File: config.mk
export PLATFORM = sky130hd
export DESIGN_NAME = ps2_scan_ctrl_flat
export DESIGN_NICKNAME = d
export VERILOG_FILES = /design/src/rtl/ps2_scan_ctrl_if.sv /design/src/rtl/ps2_scan_ctrl.sv /design/src/flat_wrapper.sv
export SDC_FILE = /design/constraint.sdc
export NUM_CORES = 1
export LEC_CHECK = 0
export BUFFER_PORTS_ARGS = -buffer_cell sky130_fd_sc_hd__buf_4
export CAP_MARGIN = 20
export CORE_MARGIN = 2
export CORE_UTILIZATION = 56
export CTS_BUF_LIST = sky130_fd_sc_hd__clkbuf_4 sky130_fd_sc_hd__clkbuf_8
export CTS_CLUSTER_DIAMETER = 80
export DETAILED_ROUTE_END_ITERATION = 10
export PLACE_DENSITY = 0.81
export SETUP_SLACK_MARGIN = 0.05
export SLEW_MARGIN = 20
export SYNTH_ARGS = -nofsm -noshare
export SYNTH_HDL_FRONTEND = slang
export SYNTH_SLANG_ARGS = --single-unit
File: constraint.sdc
create_clock -name clk -period 1.9 [get_ports clk]
set_clock_uncertainty 0.05 [all_clocks]
set_input_delay 0.285 -clock clk [delete_from_list [all_inputs] [get_ports clk]]
set_output_delay 0.285 -clock clk [all_outputs]
set_load 0.01 [all_outputs]
File: src/rtl/ps2_scan_ctrl_if.sv
// Byte-FIFO pop handshake and key-event valid/ready bundle for ps2_scan_ctrl.
interface ps2_scan_ctrl_if;
   logic [7:0] kbd_data;
   logic       kbd_ready;
   logic       kbd_overflow;
   logic       kbd_nextdata_n;
   logic       evt_valid;
   logic       evt_ready;
   logic [7:0] evt_code;
   logic       evt_brk;
   logic       evt_ext;

   modport master (
      input  kbd_data, kbd_ready, kbd_overflow, evt_ready,
      output kbd_nextdata_n, evt_valid, evt_code, evt_brk, evt_ext
   );

   modport slave (
      output kbd_data, kbd_ready, kbd_overflow, evt_ready,
      input  kbd_nextdata_n, evt_valid, evt_code, evt_brk, evt_ext
   );
endinterface

File: src/rtl/ps2_scan_ctrl.sv
// Pops PS/2 scan bytes, folds E0/F0 prefixes into key events, tracks Shift/Ctrl.
// Optional auto-repeat suppression: define PS2_SCAN_TYPEMATIC_FILTER_EN.
module ps2_scan_ctrl #(
   parameter logic [7:0] SHIFT_L   = 8'h12,
   parameter logic [7:0] SHIFT_R   = 8'h59,
   parameter logic [7:0] CTRL_CODE = 8'h14
) (
   input  logic                  clk,
   input  logic                  rst,
   ps2_scan_ctrl_if.master       bus,
   output logic                  shift_flag,
   output logic                  ctrl_flag,
   output logic [7:0]            press_cnt,
   output logic                  ovf_sticky
);

   localparam int unsigned CODE_W = 8;
   localparam logic [CODE_W-1:0] PFX_EXT = CODE_W'(8'hE0);
   localparam logic [CODE_W-1:0] PFX_BRK = CODE_W'(8'hF0);

   typedef enum logic [1:0] {IDLE, POP, GAP, EMIT} state_t;

   state_t            state;
   logic [CODE_W-1:0] scan_q;
   logic              ext_pend, brk_pend;
   logic              lshift, rshift, lctrl, rctrl;

   logic              is_ext_c, is_brk_c, decode_c, drop_c;
   logic              ev_ext_c, ev_brk_c;
   logic              lshift_c, rshift_c, lctrl_c, rctrl_c;

`ifdef PS2_SCAN_TYPEMATIC_FILTER_EN
   logic              held_vld;
   logic              held_ext;
   logic [CODE_W-1:0] held_code;
   logic              held_match_c;
`endif

   // Decode of the latched byte; an overflow on the same edge discards any pending prefix
   always_comb begin
      is_ext_c = (scan_q == PFX_EXT);
      is_brk_c = (scan_q == PFX_BRK);
      decode_c = (state == GAP) && !is_ext_c && !is_brk_c;
      ev_ext_c = ext_pend & ~bus.kbd_overflow;
      ev_brk_c = brk_pend & ~bus.kbd_overflow;
      drop_c   = 1'b0;
`ifdef PS2_SCAN_TYPEMATIC_FILTER_EN
      held_match_c = held_vld && (held_ext == ev_ext_c) && (held_code == scan_q);
      drop_c       = decode_c && !ev_brk_c && held_match_c;
`endif
      lshift_c = lshift;
      rshift_c = rshift;
      lctrl_c  = lctrl;
      rctrl_c  = rctrl;
      if (decode_c) begin
         if (!ev_ext_c && scan_q == SHIFT_L) lshift_c = ~ev_brk_c;
         if (!ev_ext_c && scan_q == SHIFT_R) rshift_c = ~ev_brk_c;
         if (scan_q == CTRL_CODE) begin
            if (ev_ext_c) rctrl_c = ~ev_brk_c;
            else          lctrl_c = ~ev_brk_c;
         end
      end
   end

   always_ff @(posedge clk or posedge rst) begin
      if (rst) begin
         state              <= IDLE;
         scan_q             <= '0;
         ext_pend           <= 1'b0;
         brk_pend           <= 1'b0;
         lshift             <= 1'b0;
         rshift             <= 1'b0;
         lctrl              <= 1'b0;
         rctrl              <= 1'b0;
         shift_flag         <= 1'b0;
         ctrl_flag          <= 1'b0;
         press_cnt          <= '0;
         ovf_sticky         <= 1'b0;
         bus.kbd_nextdata_n <= 1'b1;
         bus.evt_valid      <= 1'b0;
         bus.evt_code       <= '0;
         bus.evt_brk        <= 1'b0;
         bus.evt_ext        <= 1'b0;
`ifdef PS2_SCAN_TYPEMATIC_FILTER_EN
         held_vld           <= 1'b0;
         held_ext           <= 1'b0;
         held_code          <= '0;
`endif
      end else begin
         lshift     <= lshift_c;
         rshift     <= rshift_c;
         lctrl      <= lctrl_c;
         rctrl      <= rctrl_c;
         shift_flag <= lshift_c | rshift_c;
         ctrl_flag  <= lctrl_c | rctrl_c;

         case (state)
            IDLE: begin
               if (bus.kbd_ready) begin
                  scan_q             <= bus.kbd_data;
                  bus.kbd_nextdata_n <= 1'b0;
                  state              <= POP;
               end
            end
            POP: begin
               bus.kbd_nextdata_n <= 1'b1;
               state              <= GAP;
            end
            GAP: begin
               if (is_ext_c) begin
                  ext_pend <= 1'b1;
                  state    <= IDLE;
               end else if (is_brk_c) begin
                  brk_pend <= 1'b1;
                  state    <= IDLE;
               end else begin
                  ext_pend <= 1'b0;
                  brk_pend <= 1'b0;
                  if (drop_c) begin
                     state <= IDLE;
                  end else begin
                     bus.evt_ext   <= ev_ext_c;
                     bus.evt_brk   <= ev_brk_c;
                     bus.evt_code  <= scan_q;
                     bus.evt_valid <= 1'b1;
                     state         <= EMIT;
                     if (!ev_brk_c) press_cnt <= press_cnt + 8'd1;
                  end
`ifdef PS2_SCAN_TYPEMATIC_FILTER_EN
                  if (!ev_brk_c && !drop_c) begin
                     held_vld  <= 1'b1;
                     held_ext  <= ev_ext_c;
                     held_code <= scan_q;
                  end else if (ev_brk_c && held_match_c) begin
                     held_vld  <= 1'b0;
                  end
`endif
               end
            end
            EMIT: begin
               if (bus.evt_ready) begin
                  bus.evt_valid <= 1'b0;
                  state         <= IDLE;
               end
            end
            default: state <= IDLE;
         endcase

         // Overflow resynchronises the prefix tracker, overriding any prefix just decoded
         if (bus.kbd_overflow) begin
            ovf_sticky <= 1'b1;
            ext_pend   <= 1'b0;
            brk_pend   <= 1'b0;
         end
      end
   end

endmodule

File: src/flat_wrapper.sv
// flat-port wrapper written by rule: the top's interface ports become plain ports
module ps2_scan_ctrl_flat 
#(
   parameter logic [7:0] SHIFT_L   = 8'h12,
   parameter logic [7:0] SHIFT_R   = 8'h59,
   parameter logic [7:0] CTRL_CODE = 8'h14
)
  (clk, rst, shift_flag, ctrl_flag, press_cnt, ovf_sticky, bus_kbd_data, bus_kbd_ready, bus_kbd_overflow, bus_evt_ready, bus_kbd_nextdata_n, bus_evt_valid, bus_evt_code, bus_evt_brk, bus_evt_ext);
  ps2_scan_ctrl_if bus_i ();
  input  logic clk;
  input  logic rst;
  output logic shift_flag;
  output logic ctrl_flag;
  output logic [7:0] press_cnt;
  output logic ovf_sticky;
  input wire logic [$bits(bus_i.kbd_data)-1:0] bus_kbd_data;
  input wire logic [$bits(bus_i.kbd_ready)-1:0] bus_kbd_ready;
  input wire logic [$bits(bus_i.kbd_overflow)-1:0] bus_kbd_overflow;
  input wire logic [$bits(bus_i.evt_ready)-1:0] bus_evt_ready;
  output wire logic [$bits(bus_i.kbd_nextdata_n)-1:0] bus_kbd_nextdata_n;
  output wire logic [$bits(bus_i.evt_valid)-1:0] bus_evt_valid;
  output wire logic [$bits(bus_i.evt_code)-1:0] bus_evt_code;
  output wire logic [$bits(bus_i.evt_brk)-1:0] bus_evt_brk;
  output wire logic [$bits(bus_i.evt_ext)-1:0] bus_evt_ext;
  assign bus_i.kbd_data = bus_kbd_data;
  assign bus_i.kbd_ready = bus_kbd_ready;
  assign bus_i.kbd_overflow = bus_kbd_overflow;
  assign bus_i.evt_ready = bus_evt_ready;
  assign bus_kbd_nextdata_n = bus_i.kbd_nextdata_n;
  assign bus_evt_valid = bus_i.evt_valid;
  assign bus_evt_code = bus_i.evt_code;
  assign bus_evt_brk = bus_i.evt_brk;
  assign bus_evt_ext = bus_i.evt_ext;
  ps2_scan_ctrl #(.SHIFT_L(SHIFT_L), .SHIFT_R(SHIFT_R), .CTRL_CODE(CTRL_CODE)) u_core (.clk(clk), .rst(rst), .bus(bus_i), .shift_flag(shift_flag), .ctrl_flag(ctrl_flag), .press_cnt(press_cnt), .ovf_sticky(ovf_sticky));
endmodule
=== Yosys cells after proc, flatten, opt, wreduce, memory -nomap -nowiden ===
Index checks and enable logic that the tools add are counted.

* Register bits: 39
* Bits of input ports: 13
* Output and inout port bits: 23
* Word-level logic and storage cells: 88

* Add/sub/neg operators: 1
* Equality and inequality tests: 14
* Multiplexer cells: 29
* Bitwise operators: 8
* Reductions and logical operators: 19

{| class="wikitable"
|+ Operators with widths
! cell !! count
|-
| $mux W1 || 22
|-
| $eq A8 B5 Y1 const B || 2
|-
| $eq A8 B8 Y1 const B || 2
|-
| $ne A2 B2 Y1 const B || 5
|-
| $reduce_and A2 Y1 || 5
|-
| $add A8 B1 Y8 const B || 1
|-
| $eq A8 B7 Y1 const B || 1
|-
| $mux W2 || 4
|-
| $pmux W2 S4 || 1
|-
| $reduce_and A4 Y1 || 2
|-
| $reduce_bool A2 Y1 || 3
|-
| $eq A2 B2 Y1 const B || 2
|-
| $logic_and A1 B1 Y1 || 4
|-
| $not A1 Y1 || 4
|-
| $pmux W1 S2 || 2
|-
| $logic_not A1 Y1 || 3
|-
| $ne A3 B2 Y1 const B || 1
|-
| $reduce_and A3 Y1 || 1
|-
| $and A1 B1 Y1 || 2
|-
| $eq A2 B1 Y1 const B || 1
|-
| $logic_not A2 Y1 || 1
|-
| $or A1 B1 Y1 || 2
|}

=== Depth between registers and ports, before layout ===
* Depth in word-level cells: 7
* Mapped depth: 7
* Mapped depth without buffers: 4

=== Least setup slack after synthesis ===
OpenSTA, ideal clock, no wires.

* Path kind: register to register
* From: register u_core.scan_q[3]
* To: register u_core.state[0]
* Library setup time: 0.137 ns
* Arrival time: 1.318 ns
* Data required time: 1.713 ns
* Path slack: 0.395 ns
* Stages on the path, launching flop included: 6
* Path buffers: 2
* Period minus slack after synthesis: 1.505 ns
* Cell sequence: dfrtp_1 nor4bb_4 a21o_1 buf_6 buf_8 o221ai_1

* Cells in the longest elaborated chain, start to end: 4
* Elaborated cells between the ends (all ways): 5
* Those cells by class: eq/ne (2); mux (3)

{| class="wikitable"
|+ RTL lines
! element !! RTL line !! source
|-
| start, declared || ps2_scan_ctrl.sv:24 || <nowiki>logic [CODE_W-1:0] scan_q;</nowiki>
|-
| start signal, assigned || ps2_scan_ctrl.sv:100 || <nowiki>scan_q <= bus.kbd_data;</nowiki>
|-
| $eq A8 B8 Y1 || ps2_scan_ctrl.sv:42 || <nowiki>is_brk_c = (scan_q == PFX_BRK);</nowiki>
|-
| $mux W2 || ps2_scan_ctrl.sv:113 || <nowiki>end else if (is_brk_c) begin</nowiki>
|-
| $mux W2 (*) || ps2_scan_ctrl.sv:110 || <nowiki>if (is_ext_c) begin</nowiki>
|-
| $pmux W2 S4 (*) || ps2_scan_ctrl.sv:97 || <nowiki>case (state)</nowiki>
|-
| end signal, assigned || ps2_scan_ctrl.sv:102 || <nowiki>state <= POP;</nowiki>
|-
| end signal, assigned || ps2_scan_ctrl.sv:112 || <nowiki>state <= IDLE;</nowiki>
|-
| end signal, assigned || ps2_scan_ctrl.sv:115 || <nowiki>state <= IDLE;</nowiki>
|-
| end, declared || ps2_scan_ctrl.sv:23 || <nowiki>state_t state;</nowiki>
|}

Mark *: on every way between the ends. The rest lies on a longest branch, timed or not.
A chain may end at the register's enable or synchronous reset.

=== Worst setup path in the final report ===
* From: register u_core.scan_q[3]
* To: register u_core.press_cnt[7]

* Cells in the longest elaborated chain, start to end: 3
* Elaborated cells between the ends (all ways): 5
* Those cells by class: eq/ne (2); bitwise (2); reduce/logical (1)

{| class="wikitable"
|+ RTL lines
! element !! RTL line !! source
|-
| $eq A8 B8 Y1, on equally long branches || ps2_scan_ctrl.sv:41, ps2_scan_ctrl.sv:42 ||
|-
| $not A1 Y1 (no line) || - ||
|-
| $reduce_and A4 Y1 (no line) (*) || - ||
|-
| end signal, assigned || ps2_scan_ctrl.sv:127 || <nowiki>if (!ev_brk_c) press_cnt <= press_cnt + 8'd1;</nowiki>
|-
| end, declared || ps2_scan_ctrl.sv:13 || <nowiki>output logic [7:0] press_cnt,</nowiki>
|}

Marked as above.

==> impl_metrics.ini <==
[synthesis]
yosys_warnings = 0
synthFlopType = dfrtp_1
synth_cells = 155
synth_area_mm2 = 0.001742
syn_nets = 169
synth_edf_count = 0
ys_seq_elements = 39
ys_async_sr_fraction_pct = 100.0
yosys.cell_types.count = 37
ys_seq_area_share_pct = 56.11
syn-mean-instance-area_um2 = 11.24

[worst_hold_path]
worstHoldPathType = in2async

[run_status]
violations = negative hold slack
status = complete, but fails checks

[sta]
rsz0062_at_grt = no
worst_hold_slack_ns = -0.007387
drv_slew = 0
fin_tns_setup_ns = 0
min_period_ns = 1.675
tightestPinTransition_ns = 0.6268
finalHoldViolCount = 9
setup_viol = 0
finalCritPeriodShare_pct = 88.15
max_freq_mhz = 597.1
slew_headroom_pct = 58.21

[clock_tree]
clk_path_buf_depth = 2
cts_tree = built
postCtsHoldBufs = 0
cts_buffers = 5
clock_latency_ns = 0.35
post_cts_buffers = 0
cts_repair_resize_count = 0
path_clk_slew_ns = 0.11
htreeDepth = 2
root_buffer = clkbuf_4
cts_sinks = 39

[grt]
grt_max_degree = 40
overflow = 0
gr-usage-all-layers_pct = 22.05
antenna_found_initial = 0
grt_pass1_vias = 1243
grt_pass1_wl_um = 5720

[route]
met3_length_um = 160
route.antenna.remaining_nets = 0
firstDrtPassIters = 4
top_layer = met4
wl_met2_um = 1689
drc_errors = 0
viasPerCell = 5.552
routedLengthMet1_um = 1608
drtIter0Drc = 70
num_vias = 1277
drt-total-wl_um = 3520
wl_per_cell_um = 15.30

[worst_setup_path]
reg2regPathDepth = 5
cp-end-kind = register
critPathKind = reg2reg
arrival_ns = 1.86
reg2reg_from = u_core.scan_q[3]
worstReg2RegEnd = u_core.press_cnt[7]
r2r_setup_slack_ns = 0.23
critPathRequiredTime_ns = 2.08
crit_fanout = 11
critPathLaunchType = register

[flow_run]
cap_viol_max_count = 0

[floorplanning]
dieArea_mm2 = 0.003572
fp.coreArea_mm2 = 0.003003
start_util_pct = 58.00
die_w_um = 59.77
die_y_um = 59.77
rows = 20
ios = 36

[pwr]
p_leak_nw = 1.014
power_density_mw_per_mm2 = 1615
ir_worst_vdd_mv = 1.034

[finish]
fin_nets = 211
fillerInstances = 223
final_cell_mix = nand2_1 (38), buf_4 (38), dfrtp_1 (38)
stdcell_count = 230
layout-drive-gt1-share_pct = 35.03
n_antenna_cell = 0
syn2layout_area_growth_pct = 21.26

[placement]
place_inst = 223
dp_hpwl_um = 2579
io_buffers = 35
place_congestion = 0.7744
## flip-flops by register name, indices dropped and copies added (netlist names), 2 cells and up
name                 flops
u_core.bus.evt_code      8
u_core.scan_q            8
u_core.press_cnt         8
u_core.state             2
## critical path, cell delays in order (launching register included)
cell,delay (ns)
dfrtp_1,0.48
nor4bb_4,0.45
a21o_1,0.20
buf_4,0.18
nor3_2,0.06
xor2_1,0.14
## kinds of logic after synthesis
group	after synthesis	share of synthesized area [%]
and+or+nand+nor	75	22.92
muxes	12	7.759
DFF	39	56.11
buffers and inverters	5	2.227
xor gates and xnor gates	7	3.520
AOI/OAI and AO/OA	16	6.753
adders and majority gates	1	0.7183
## stage by stage
| stage | setup WS, ns | utilization, % | cell area, um^2 | total power [W] |
|---|---|---|---|---|
| floorplan | 0.3945 | - | 1742 | 0.002381 |
| global placement | 0.3268 | 67.83 | 2037 | 0.002807 |
| detailed placement | 0.2611 | 67.83 | 2037 | 0.002889 |
| CTS | 0.2380 | 70.33 | 2112 | 0.003437 |
| global route | 0.1391 | 70.33 | 2112 | 0.003658 |
| finish | 0.2251 | 70.33 | 2112 | 0.003411 |
## where the power goes
part,total [W],internal (W),leakage (nW),switching (W)
Combinational,0.00135,0.000681,0.486,0.000666
Clock,0.000541,0.000286,0.0417,0.000255
Sequential,0.00152,0.00117,0.486,0.000358
## synthesized netlist by cell type, types with 2 or more instances
| master | count | area [um^2] |
|---|---|---|
| nor2b_1 | 3 | 18.77 |
| nor3_2 | 3 | 30.03 |
| nand3_1 | 3 | 15.01 |
| nor2_1 | 9 | 33.78 |
| o21ai_0 | 5 | 25.02 |
| a21oi_1 | 2 | 10.01 |
| xnor2_1 | 3 | 26.28 |
| nand4_1 | 4 | 25.02 |
| nor3b_2 | 2 | 25.02 |
| dfrtp_1 | 38 | 950.9 |
| xor2_1 | 4 | 35.03 |
| inv_1 | 2 | 7.510 |
| mux2_2 | 12 | 135.1 |
| nand2_1 | 38 | 142.6 |
| nor3_1 | 2 | 10.01 |
| nand2b_1 | 3 | 18.77 |
| o31ai_1 | 2 | 15.01 |
## cell type report
type                    instances  area [um^2]  share of cell area, %
multi-input cells             111        725.7                  34.36
well taps                      33        41.29                  1.955
repair buffers                 38        285.3                  13.51
clock inverters                 1        30.03                  1.422
inverters                       2        7.507                 0.3554
clock buffers                   6        45.04                  2.133
flip-flops and latches         39        977.2                  46.27
## worst max path at each step
stage	to	cells after the start	slack, ns	from
CTS	u_core.press_cnt[7]	5	0.24	u_core.scan_q[3]
floorplan	u_core.state[0]	5	0.39	u_core.scan_q[3]
detailed placement	u_core.press_cnt[7]	5	0.26	u_core.scan_q[3]
finish	u_core.press_cnt[7]	5	0.23	u_core.scan_q[3]
global placement	u_core.press_cnt[3]	5	0.33	u_core.scan_q[3]
global route	u_core.rshift	4	0.14	u_core.scan_q[1]
## metal layers
metal,vias up,GRT usage [%]
met5,-,0
met4,0,10.16
met3,9,6.277
met2,34,34.01
met1,617,28.77
li1,617,-
No activity file was read; power rests on OpenSTA's default activity.
